### config.mk
export PLATFORM = sky130hd
export DESIGN_NAME = bcm_readout_sequencer
export DESIGN_NICKNAME = d
export VERILOG_FILES = /design/src/rtl/bcm_pkg.sv /design/src/rtl/bcm_index_counter.sv /design/src/rtl/bcm_readout_sequencer.sv
export SDC_FILE = /design/constraint.sdc
export NUM_CORES = 1
export LEC_CHECK = 0
export CORE_MARGIN = 2
export CORE_UTILIZATION = 40
export DETAILED_ROUTE_END_ITERATION = 7
export PLACE_DENSITY = 0.76
export SLEW_MARGIN = 20
export SYNTH_ARGS = -nofsm -noshare
export SYNTH_HDL_FRONTEND = slang
export SYNTH_SLANG_ARGS = --single-unit
### constraint.sdc
create_clock -name sysClk -period 3.7 [get_ports sysClk]
set_clock_uncertainty 0.1 [all_clocks]
set_input_delay 0.74 -clock sysClk [delete_from_list [all_inputs] [get_ports sysClk]]
set_output_delay 0.74 -clock sysClk [all_outputs]
set_load 0.02 [all_outputs]
### src/rtl/bcm_pkg.sv
// Shared definitions for the bunch-current-monitor readout sequencer.
//   - Buffer geometry (channels, samples per row, row address width)
//   - Index widths and bit offsets of the fields inside the address word
//   - Control-register and status-register bit positions
//   - Sequencer FSM state encoding and the address-word packing helper
package bcm_pkg;

    localparam int unsigned CHANNEL_COUNT         = 2;
    localparam int unsigned AXI_SAMPLES_PER_CLOCK = 4;
    localparam int unsigned SAMPLE_CAPACITY       = 4096;

    localparam int unsigned DPRAM_ADDRESS_WIDTH =
        $clog2(SAMPLE_CAPACITY / AXI_SAMPLES_PER_CLOCK);
    localparam int unsigned SAMPLE_INDEX_WIDTH =
        (AXI_SAMPLES_PER_CLOCK > 1) ? $clog2(AXI_SAMPLES_PER_CLOCK) : 1;
    localparam int unsigned CHANNEL_INDEX_WIDTH =
        (CHANNEL_COUNT > 1) ? $clog2(CHANNEL_COUNT) : 1;

    // Field offsets inside seqAddrData
    localparam int unsigned ADDR_SAMPLE_LSB  = 0;
    localparam int unsigned ADDR_ROW_LSB     = SAMPLE_INDEX_WIDTH;
    localparam int unsigned ADDR_CHANNEL_LSB = 24;

    // Control register (GPIO_OUT) bits
    localparam int unsigned CTL_START_BIT = 31;
    localparam int unsigned CTL_ABORT_BIT = 30;
    localparam int unsigned CTL_AUTO_BIT  = 29;

    // Acquisition status bit: acquisition in progress
    localparam int unsigned ACQ_ACTIVE_BIT = 31;

    localparam int unsigned WORD_COUNT_WIDTH = 24;

    typedef enum logic [2:0] {
        ST_IDLE,
        ST_STROBE,
        ST_SETTLE,
        ST_CAPTURE,
        ST_PUSH
    } seq_state_e;

    function automatic logic [31:0] addr_word(
        input logic [SAMPLE_INDEX_WIDTH-1:0]  sample,
        input logic [CHANNEL_INDEX_WIDTH-1:0] channel,
        input logic [DPRAM_ADDRESS_WIDTH-1:0] row
    );
        logic [31:0] w;
        w = '0;
        w[ADDR_SAMPLE_LSB  +: SAMPLE_INDEX_WIDTH]  = sample;
        w[ADDR_ROW_LSB     +: DPRAM_ADDRESS_WIDTH] = row;
        w[ADDR_CHANNEL_LSB +: CHANNEL_INDEX_WIDTH] = channel;
        return w;
    endfunction

endpackage

### src/rtl/bcm_index_counter.sv
// Nested sample/channel/row counter for the readout walk.
//   clk_i, rst_i     : clock, synchronous active-high reset
//   clear_i          : return all indices to zero (wins over advance_i)
//   advance_i        : step to the next word (sample fastest, then channel, then row)
//   row_last_i       : last row of the current buffer
//   sample_o, channel_o, row_o : current indices
//   last_o           : current indices address the final word of the buffer
module bcm_index_counter
    import bcm_pkg::*;
(
    input  logic                           clk_i,
    input  logic                           rst_i,
    input  logic                           clear_i,
    input  logic                           advance_i,
    input  logic [DPRAM_ADDRESS_WIDTH-1:0] row_last_i,
    output logic [SAMPLE_INDEX_WIDTH-1:0]  sample_o,
    output logic [CHANNEL_INDEX_WIDTH-1:0] channel_o,
    output logic [DPRAM_ADDRESS_WIDTH-1:0] row_o,
    output logic                           last_o
);

    localparam logic [SAMPLE_INDEX_WIDTH-1:0] SAMPLE_MAX =
        SAMPLE_INDEX_WIDTH'(AXI_SAMPLES_PER_CLOCK - 1);
    localparam logic [CHANNEL_INDEX_WIDTH-1:0] CHANNEL_MAX =
        CHANNEL_INDEX_WIDTH'(CHANNEL_COUNT - 1);

    logic [SAMPLE_INDEX_WIDTH-1:0]  sample_q,  sample_d;
    logic [CHANNEL_INDEX_WIDTH-1:0] channel_q, channel_d;
    logic [DPRAM_ADDRESS_WIDTH-1:0] row_q,     row_d;

    always_comb begin
        sample_d  = sample_q;
        channel_d = channel_q;
        row_d     = row_q;
        if (clear_i) begin
            sample_d  = '0;
            channel_d = '0;
            row_d     = '0;
        end else if (advance_i) begin
            if (sample_q != SAMPLE_MAX) begin
                sample_d = sample_q + SAMPLE_INDEX_WIDTH'(1);
            end else begin
                sample_d = '0;
                if (channel_q != CHANNEL_MAX) begin
                    channel_d = channel_q + CHANNEL_INDEX_WIDTH'(1);
                end else begin
                    channel_d = '0;
                    // Never advanced past last_o, so the row cannot wrap mid-buffer
                    row_d     = row_q + DPRAM_ADDRESS_WIDTH'(1);
                end
            end
        end
    end

    always_ff @(posedge clk_i) begin
        if (rst_i) begin
            sample_q  <= '0;
            channel_q <= '0;
            row_q     <= '0;
        end else begin
            sample_q  <= sample_d;
            channel_q <= channel_d;
            row_q     <= row_d;
        end
    end

    assign sample_o  = sample_q;
    assign channel_o = channel_q;
    assign row_o     = row_q;
    assign last_o    = (sample_q == SAMPLE_MAX) && (channel_q == CHANNEL_MAX) &&
                       (row_q == row_last_i);

endmodule

### src/rtl/bcm_readout_sequencer.sv
// Hardware reader for the bunch-current-monitor acquisition buffer.
// Walks every row/channel/sample of the accumulation DPRAM, strobing each
// address, waiting for the cross-domain read path, and streaming the readout.
//   sysClk, sysReset            : system clock, synchronous active-high reset
//   sysCsrStrobe, GPIO_OUT      : control write (start/abort/auto bits)
//   acqStatus                   : [31] acquisition active, low bits = last row
//   acqReadout                  : readout register from the acquisition block
//   seqAddrStrobe, seqAddrData  : address strobe and address word
//   seqStatus                   : busy/overrun/auto/done/startRejected/word count
//   m_tdata/m_tvalid/m_tready/m_tlast : readout stream
module bcm_readout_sequencer
    import bcm_pkg::*;
#(
    parameter int unsigned SETTLE_CYCLES = 16
) (
    input  logic        sysClk,
    input  logic        sysReset,
    input  logic        sysCsrStrobe,
    input  logic [31:0] GPIO_OUT,
    input  logic [31:0] acqStatus,
    input  logic [31:0] acqReadout,
    output logic        seqAddrStrobe,
    output logic [31:0] seqAddrData,
    output logic [31:0] seqStatus,
    output logic [31:0] m_tdata,
    output logic        m_tvalid,
    input  logic        m_tready,
    output logic        m_tlast
);

    localparam int unsigned SETTLE_W = (SETTLE_CYCLES > 2) ? $clog2(SETTLE_CYCLES) : 1;

    seq_state_e                     state_q,    state_d;
    logic [SETTLE_W-1:0]            settle_q,   settle_d;
    logic [DPRAM_ADDRESS_WIDTH-1:0] row_last_q, row_last_d;
    logic [WORD_COUNT_WIDTH-1:0]    words_q,    words_d;
    logic                           auto_q,     auto_d;
    logic                           done_q,     done_d;
    logic                           overrun_q,  overrun_d;
    logic                           rejected_q, rejected_d;
    logic [31:0]                    tdata_q,    tdata_d;
    logic                           tvalid_q,   tvalid_d;
    logic                           tlast_q,    tlast_d;
    logic                           acq_prev_q;
    logic                           acq_fall_q;

    logic                           idx_clear;
    logic                           idx_advance;
    logic [SAMPLE_INDEX_WIDTH-1:0]  idx_sample;
    logic [CHANNEL_INDEX_WIDTH-1:0] idx_channel;
    logic [DPRAM_ADDRESS_WIDTH-1:0] idx_row;
    logic                           idx_last;

    logic acq_active;
    logic acq_rise;
    logic abort_req;
    logic start_req;
    logic auto_start;

    bcm_index_counter u_index (
        .clk_i      (sysClk),
        .rst_i      (sysReset),
        .clear_i    (idx_clear),
        .advance_i  (idx_advance),
        .row_last_i (row_last_q),
        .sample_o   (idx_sample),
        .channel_o  (idx_channel),
        .row_o      (idx_row),
        .last_o     (idx_last)
    );

    assign acq_active = acqStatus[ACQ_ACTIVE_BIT];
    assign acq_rise   = acq_active & ~acq_prev_q;
    assign abort_req  = sysCsrStrobe & GPIO_OUT[CTL_ABORT_BIT];
    assign start_req  = sysCsrStrobe & GPIO_OUT[CTL_START_BIT] & ~abort_req;
    // Falling edge is pipelined one cycle; re-check the live bit so a
    // back-to-back acquisition is not read while it is being written.
    assign auto_start = auto_q & acq_fall_q & ~acq_active & ~abort_req;

    always_comb begin
        state_d     = state_q;
        settle_d    = settle_q;
        row_last_d  = row_last_q;
        words_d     = words_q;
        auto_d      = auto_q;
        done_d      = done_q;
        overrun_d   = overrun_q;
        rejected_d  = rejected_q;
        tdata_d     = tdata_q;
        tvalid_d    = tvalid_q;
        tlast_d     = tlast_q;
        idx_clear   = 1'b0;
        idx_advance = 1'b0;

        if (sysCsrStrobe) begin
            auto_d = GPIO_OUT[CTL_AUTO_BIT];
        end

        // A start seen while busy or while acquiring (including the cycle
        // acquisition rises) is refused.
        if (start_req && (state_q != ST_IDLE || acq_active)) begin
            rejected_d = 1'b1;
        end

        if (state_q != ST_IDLE && (abort_req || acq_rise)) begin
            state_d  = ST_IDLE;
            tvalid_d = 1'b0;
            tlast_d  = 1'b0;
            if (acq_rise) begin
                overrun_d = 1'b1;
            end
        end else begin
            case (state_q)
                ST_IDLE: begin
                    if ((start_req && !acq_active) || auto_start) begin
                        state_d    = ST_STROBE;
                        row_last_d = acqStatus[DPRAM_ADDRESS_WIDTH-1:0];
                        idx_clear  = 1'b1;
                        words_d    = '0;
                        done_d     = 1'b0;
                        overrun_d  = 1'b0;
                        rejected_d = 1'b0;
                    end
                end
                ST_STROBE: begin
                    settle_d = SETTLE_W'(SETTLE_CYCLES - 1);
                    state_d  = ST_SETTLE;
                end
                ST_SETTLE: begin
                    if (settle_q == '0) begin
                        state_d = ST_CAPTURE;
                    end else begin
                        settle_d = settle_q - SETTLE_W'(1);
                    end
                end
                ST_CAPTURE: begin
                    tdata_d  = acqReadout;
                    tvalid_d = 1'b1;
                    tlast_d  = idx_last;
                    state_d  = ST_PUSH;
                end
                ST_PUSH: begin
                    if (m_tready) begin
                        tvalid_d = 1'b0;
                        tlast_d  = 1'b0;
                        words_d  = words_q + WORD_COUNT_WIDTH'(1);
                        if (tlast_q) begin
                            done_d  = 1'b1;
                            state_d = ST_IDLE;
                        end else begin
                            idx_advance = 1'b1;
                            state_d     = ST_STROBE;
                        end
                    end
                end
                default: begin
                    state_d = ST_IDLE;
                end
            endcase
        end
    end

    always_ff @(posedge sysClk) begin
        if (sysReset) begin
            state_q    <= ST_IDLE;
            settle_q   <= '0;
            row_last_q <= '0;
            words_q    <= '0;
            auto_q     <= 1'b0;
            done_q     <= 1'b0;
            overrun_q  <= 1'b0;
            rejected_q <= 1'b0;
            tdata_q    <= '0;
            tvalid_q   <= 1'b0;
            tlast_q    <= 1'b0;
            acq_prev_q <= 1'b0;
            acq_fall_q <= 1'b0;
        end else begin
            state_q    <= state_d;
            settle_q   <= settle_d;
            row_last_q <= row_last_d;
            words_q    <= words_d;
            auto_q     <= auto_d;
            done_q     <= done_d;
            overrun_q  <= overrun_d;
            rejected_q <= rejected_d;
            tdata_q    <= tdata_d;
            tvalid_q   <= tvalid_d;
            tlast_q    <= tlast_d;
            acq_prev_q <= acq_active;
            acq_fall_q <= acq_prev_q & ~acq_active;
        end
    end

    assign seqAddrStrobe = (state_q == ST_STROBE);
    assign seqAddrData   = (state_q == ST_STROBE) ?
                           addr_word(idx_sample, idx_channel, idx_row) : '0;
    assign seqStatus     = {(state_q != ST_IDLE), overrun_q, auto_q, done_q,
                            rejected_q, 3'b000, words_q};
    assign m_tdata       = tdata_q;
    assign m_tvalid      = tvalid_q;
    assign m_tlast       = tlast_q;

    logic unused_inputs;
    assign unused_inputs = ^{acqStatus[30:DPRAM_ADDRESS_WIDTH], GPIO_OUT[28:0]};

endmodule

==> impl_metrics.env <==
export IMPL_holdBufCountCts=0
export IMPL_synth_seq_cells=94
export IMPL_portBuffers=126
export IMPL_dieArea_mm2=0.0125
export IMPL_hold_viol_final=0
export IMPL_power_frac_comb_pct=10.9
export IMPL_wirelength_mm=12.3
export IMPL_grt_pass1_vias=4132
export IMPL_relSlewSlack_pct=37.5
export IMPL_ff2ff_path_depth=7
export IMPL_synth_edff_count=0
export IMPL_drc=0
export IMPL_wire_per_inst_um=15.1
export IMPL_worstMarginPinSlew_ps=937
export IMPL_nNetsFinal=772
export IMPL_final_common_cell="clkdlybuf4s50_1"
export IMPL_p_switching_mw=0.543
export IMPL_areaGrowthSynthToFinish_pct=32.9
export IMPL_pre_cts_slack_ps=661
export IMPL_clock_sinks=94
export IMPL_synth_area_per_cell_um2=8.25
export IMPL_grt_pass1_wl_mm=20.0
export IMPL_ys_flop_type="dfxtp_1"
export IMPL_io_pins=199
export IMPL_cts_tree="done"
export IMPL_yosys_area_share_simple_pct=25.9
export IMPL_antenna_found_initial=0
export IMPL_cts_root_buf="clkbuf_16"
export IMPL_setup_ws_ps=842
export IMPL_yosys_warnings=0
export IMPL_clk_latency_ps=350
export IMPL_dieHeight_um=112
export IMPL_numCtsBuffers=9
export IMPL_placement_rows=39
export IMPL_total_leakage_power_nw=2.21
export IMPL_synth_compound_area_share_pct=15.2
export IMPL_max_freq_mhz=350
export IMPL_drive_gt1_share_pct=5.05
export IMPL_setup_tns_final_ps=0
export IMPL_seq_power_share_pct=47.1
export IMPL_ys_types=47
export IMPL_cts_htree_levels=3
export IMPL_dr_total_vias=4396
export IMPL_async_flop_share_pct=0
export IMPL_cp_required_ps=2860
export IMPL_yosysSeqAreaShare_pct=40.4
export IMPL_postLayoutCoreUtil_pct=54.2
export IMPL_ir_drop_uv=191
export IMPL_viasPerCell=5.39
export IMPL_crit_type="reg2out"
export IMPL_gr_usage_all_layers_pct=19.4
export IMPL_cp_start_kind="register"
export IMPL_hold_depth=2
export IMPL_muxShareOfSynthArea_pct=6.44
export IMPL_firstDrtPassIters=5
export IMPL_min_path_type="reg2reg"
export IMPL_gr_total_overflow=0
export IMPL_fin_total_pwr_mw=2.21
export IMPL_end_kind="output port"
export IMPL_start_util_pct=40.8
export IMPL_synth_cells=565
export IMPL_worstPathArrival_ps=2020
export IMPL_final_period_utilization_pct=77.2
export IMPL_core_area_mm2=0.0114
export IMPL_synth_area_mm2=0.00466
export IMPL_final_max_slew_viol_count=0
export IMPL_hpwl_mm=8.77
export IMPL_synth_fa_ha_area_share_pct=1.07
export IMPL_ctsLongestPathBuffers=2
export IMPL_outcome="complete, no violations"
export IMPL_dpl_cell_area_mm2=0.00589
export IMPL_gp_congestion=0.783
export IMPL_power_density_mw_per_mm2=356
export IMPL_diodes=0
export IMPL_drt_iter0_markers=275
export IMPL_postRouteAntennaNets=0
export IMPL_synth_top_family_by_area="simple AND/OR/NAND/NOR gates"
export IMPL_filler_cell_count=1051
export IMPL_grt_max_degree=43
export IMPL_final_cell_area_mm2=0.00619
export IMPL_fin_crit_ps=2860
export IMPL_cts_resized=0
export IMPL_grt_setup_unrepaired="no"
export IMPL_drv_cap=0
export IMPL_most_common_layout_cells="clkdlybuf4s50_1, dfxtp_1, a21oi_1"
export IMPL_die_w_um=112
export IMPL_switching_share_pct=24.6
export IMPL_clockPowerShare_pct=42.1
export IMPL_cts_setup_buffers=0
export IMPL_worstPathMaxFanout=15
export IMPL_synth_xor_area_share_pct=2.07
export IMPL_clk_pin_slew_worst_paths_ps=60
export IMPL_finalSetupViolations=0
export IMPL_internal_power_mw=1.66
==> critical path, cell delays in order, from the launching register on <==
cell             delay (ps)
dfxtp_1                 440
nor3_1                  240
buf_4                   220
and2_1                  160
clkdlybuf4s50_1         610
==> cells in the mapped netlist, types with 2 or more instances <==
cell type | count | area (µm²)
or3_1 | 5 | 31.3
nor2_1 | 21 | 78.8
or4_4 | 2 | 22.5
a211oi_1 | 3 | 22.5
and3_1 | 3 | 18.8
nor3_1 | 8 | 40.0
inv_1 | 13 | 48.8
buf_1 | 3 | 11.3
o21ai_0 | 42 | 210
nand2_1 | 40 | 150
ha_1 | 4 | 50.1
o21bai_1 | 2 | 15.0
dfxtp_1 | 94 | 1880
nor3b_1 | 2 | 15.0
nand4_1 | 12 | 75.1
mux2i_1 | 30 | 300
and2_1 | 15 | 93.8
or4_1 | 11 | 82.6
buf_2 | 3 | 15.0
and4_1 | 3 | 26.3
o31ai_1 | 11 | 82.6
a21oi_1 | 58 | 290
a31oi_1 | 5 | 31.3
nor2b_1 | 4 | 25.0
xor2_1 | 11 | 96.3
nor4b_1 | 3 | 26.3
buf_4 | 29 | 218
nand2b_1 | 20 | 125
nor4_1 | 18 | 113
clkbuf_1 | 29 | 109
nand3_1 | 45 | 225
==> registers in the layout (all words and copies together), names as in the netlist <==
| register | flops |
|---|---|
| state_q | 3 |
| u_index.sample_o | 2 |
| row_last_q | 10 |
| m_tdata | 32 |
| auto_q | 1 |
| overrun_q | 1 |
| acq_prev_q | 1 |
| m_tlast | 1 |
| u_index.channel_o | 1 |
| words_q | 24 |
| u_index.row_o | 10 |
| rejected_q | 1 |
| m_tvalid | 1 |
| settle_q | 4 |
| done_q | 1 |
| acq_fall_q | 1 |
==> path summary, 6_finish.rpt <==
| path | startpoint | slack, ps | to |
|---|---|---|---|
| worst max-delay path | state_q[1]$_SDFFE_PP0P_ | 840 | seqAddrData[6] |
| worst min register to register | m_tdata[29]$_SDFFE_PP0P_ | 370 | m_tdata[29]$_SDFFE_PP0P_ |
| worst max register to register | state_q[0]$_SDFFE_PP0P_ | 1320 | done_q$_SDFFE_PP0P_ |
| worst min-delay path | m_tdata[29]$_SDFFE_PP0P_ | 370 | m_tdata[29]$_SDFFE_PP0P_ |
==> through the flow <==
step	instances	hold WS, ps
3_3_place_gp	800	355
6_report	816	373
2_1_floorplan	586	321
4_1_cts	816	376
3_5_place_dp	800	365
5_1_grt	816	392
==> layer usage <==
| metal | wire length, µm | GRT usage, % | vias up |
|---|---|---|---|
| li1 | - | - | 2180 |
| met1 | 5240 | 24.3 | 2072 |
| met2 | 6100 | 32.0 | 111 |
| met3 | 490 | 2.78 | 33 |
| met4 | 476 | 10.9 | 0 |
| met5 | 0 | 0 | - |
==> kinds of logic (layout without fill, tap and decap cells) <==
logic type	Yosys count	after routing
AO/OA/AOI/OAI	128	128
XOR/XNOR	11	11
adder cells (fa/ha/maj)	4	4
other	1	22
multiplexers	30	30
buffers and inverters	78	165
AND/OR/NAND/NOR	219	219
flip-flops	94	94
==> power by group through the flow <==
stage / clock (mW) / combinational (mW) / sequential (mW)
2_1_floorplan: 0 / 0.163 / 1.06
3_3_place_gp: 0 / 0.232 / 1.06
3_5_place_dp: 0 / 0.238 / 1.06
4_1_cts: 0.947 / 0.239 / 1.04
5_1_grt: 0.989 / 0.261 / 1.04
6_report: 0.928 / 0.240 / 1.04
==> area by class of cell <==
cell class / instances / area [µm²] / area share (%)
clock inverters: 6 / 61.3 / 0.990
inverters: 13 / 48.8 / 0.788
flip-flops and latches: 94 / 1880 / 30.4
clock buffers: 10 / 239 / 3.86
multi-input cells: 414 / 2450 / 39.6
repair buffers: 136 / 1330 / 21.5
well taps: 143 / 179 / 2.89
Power figures use the tool's default switching activity.
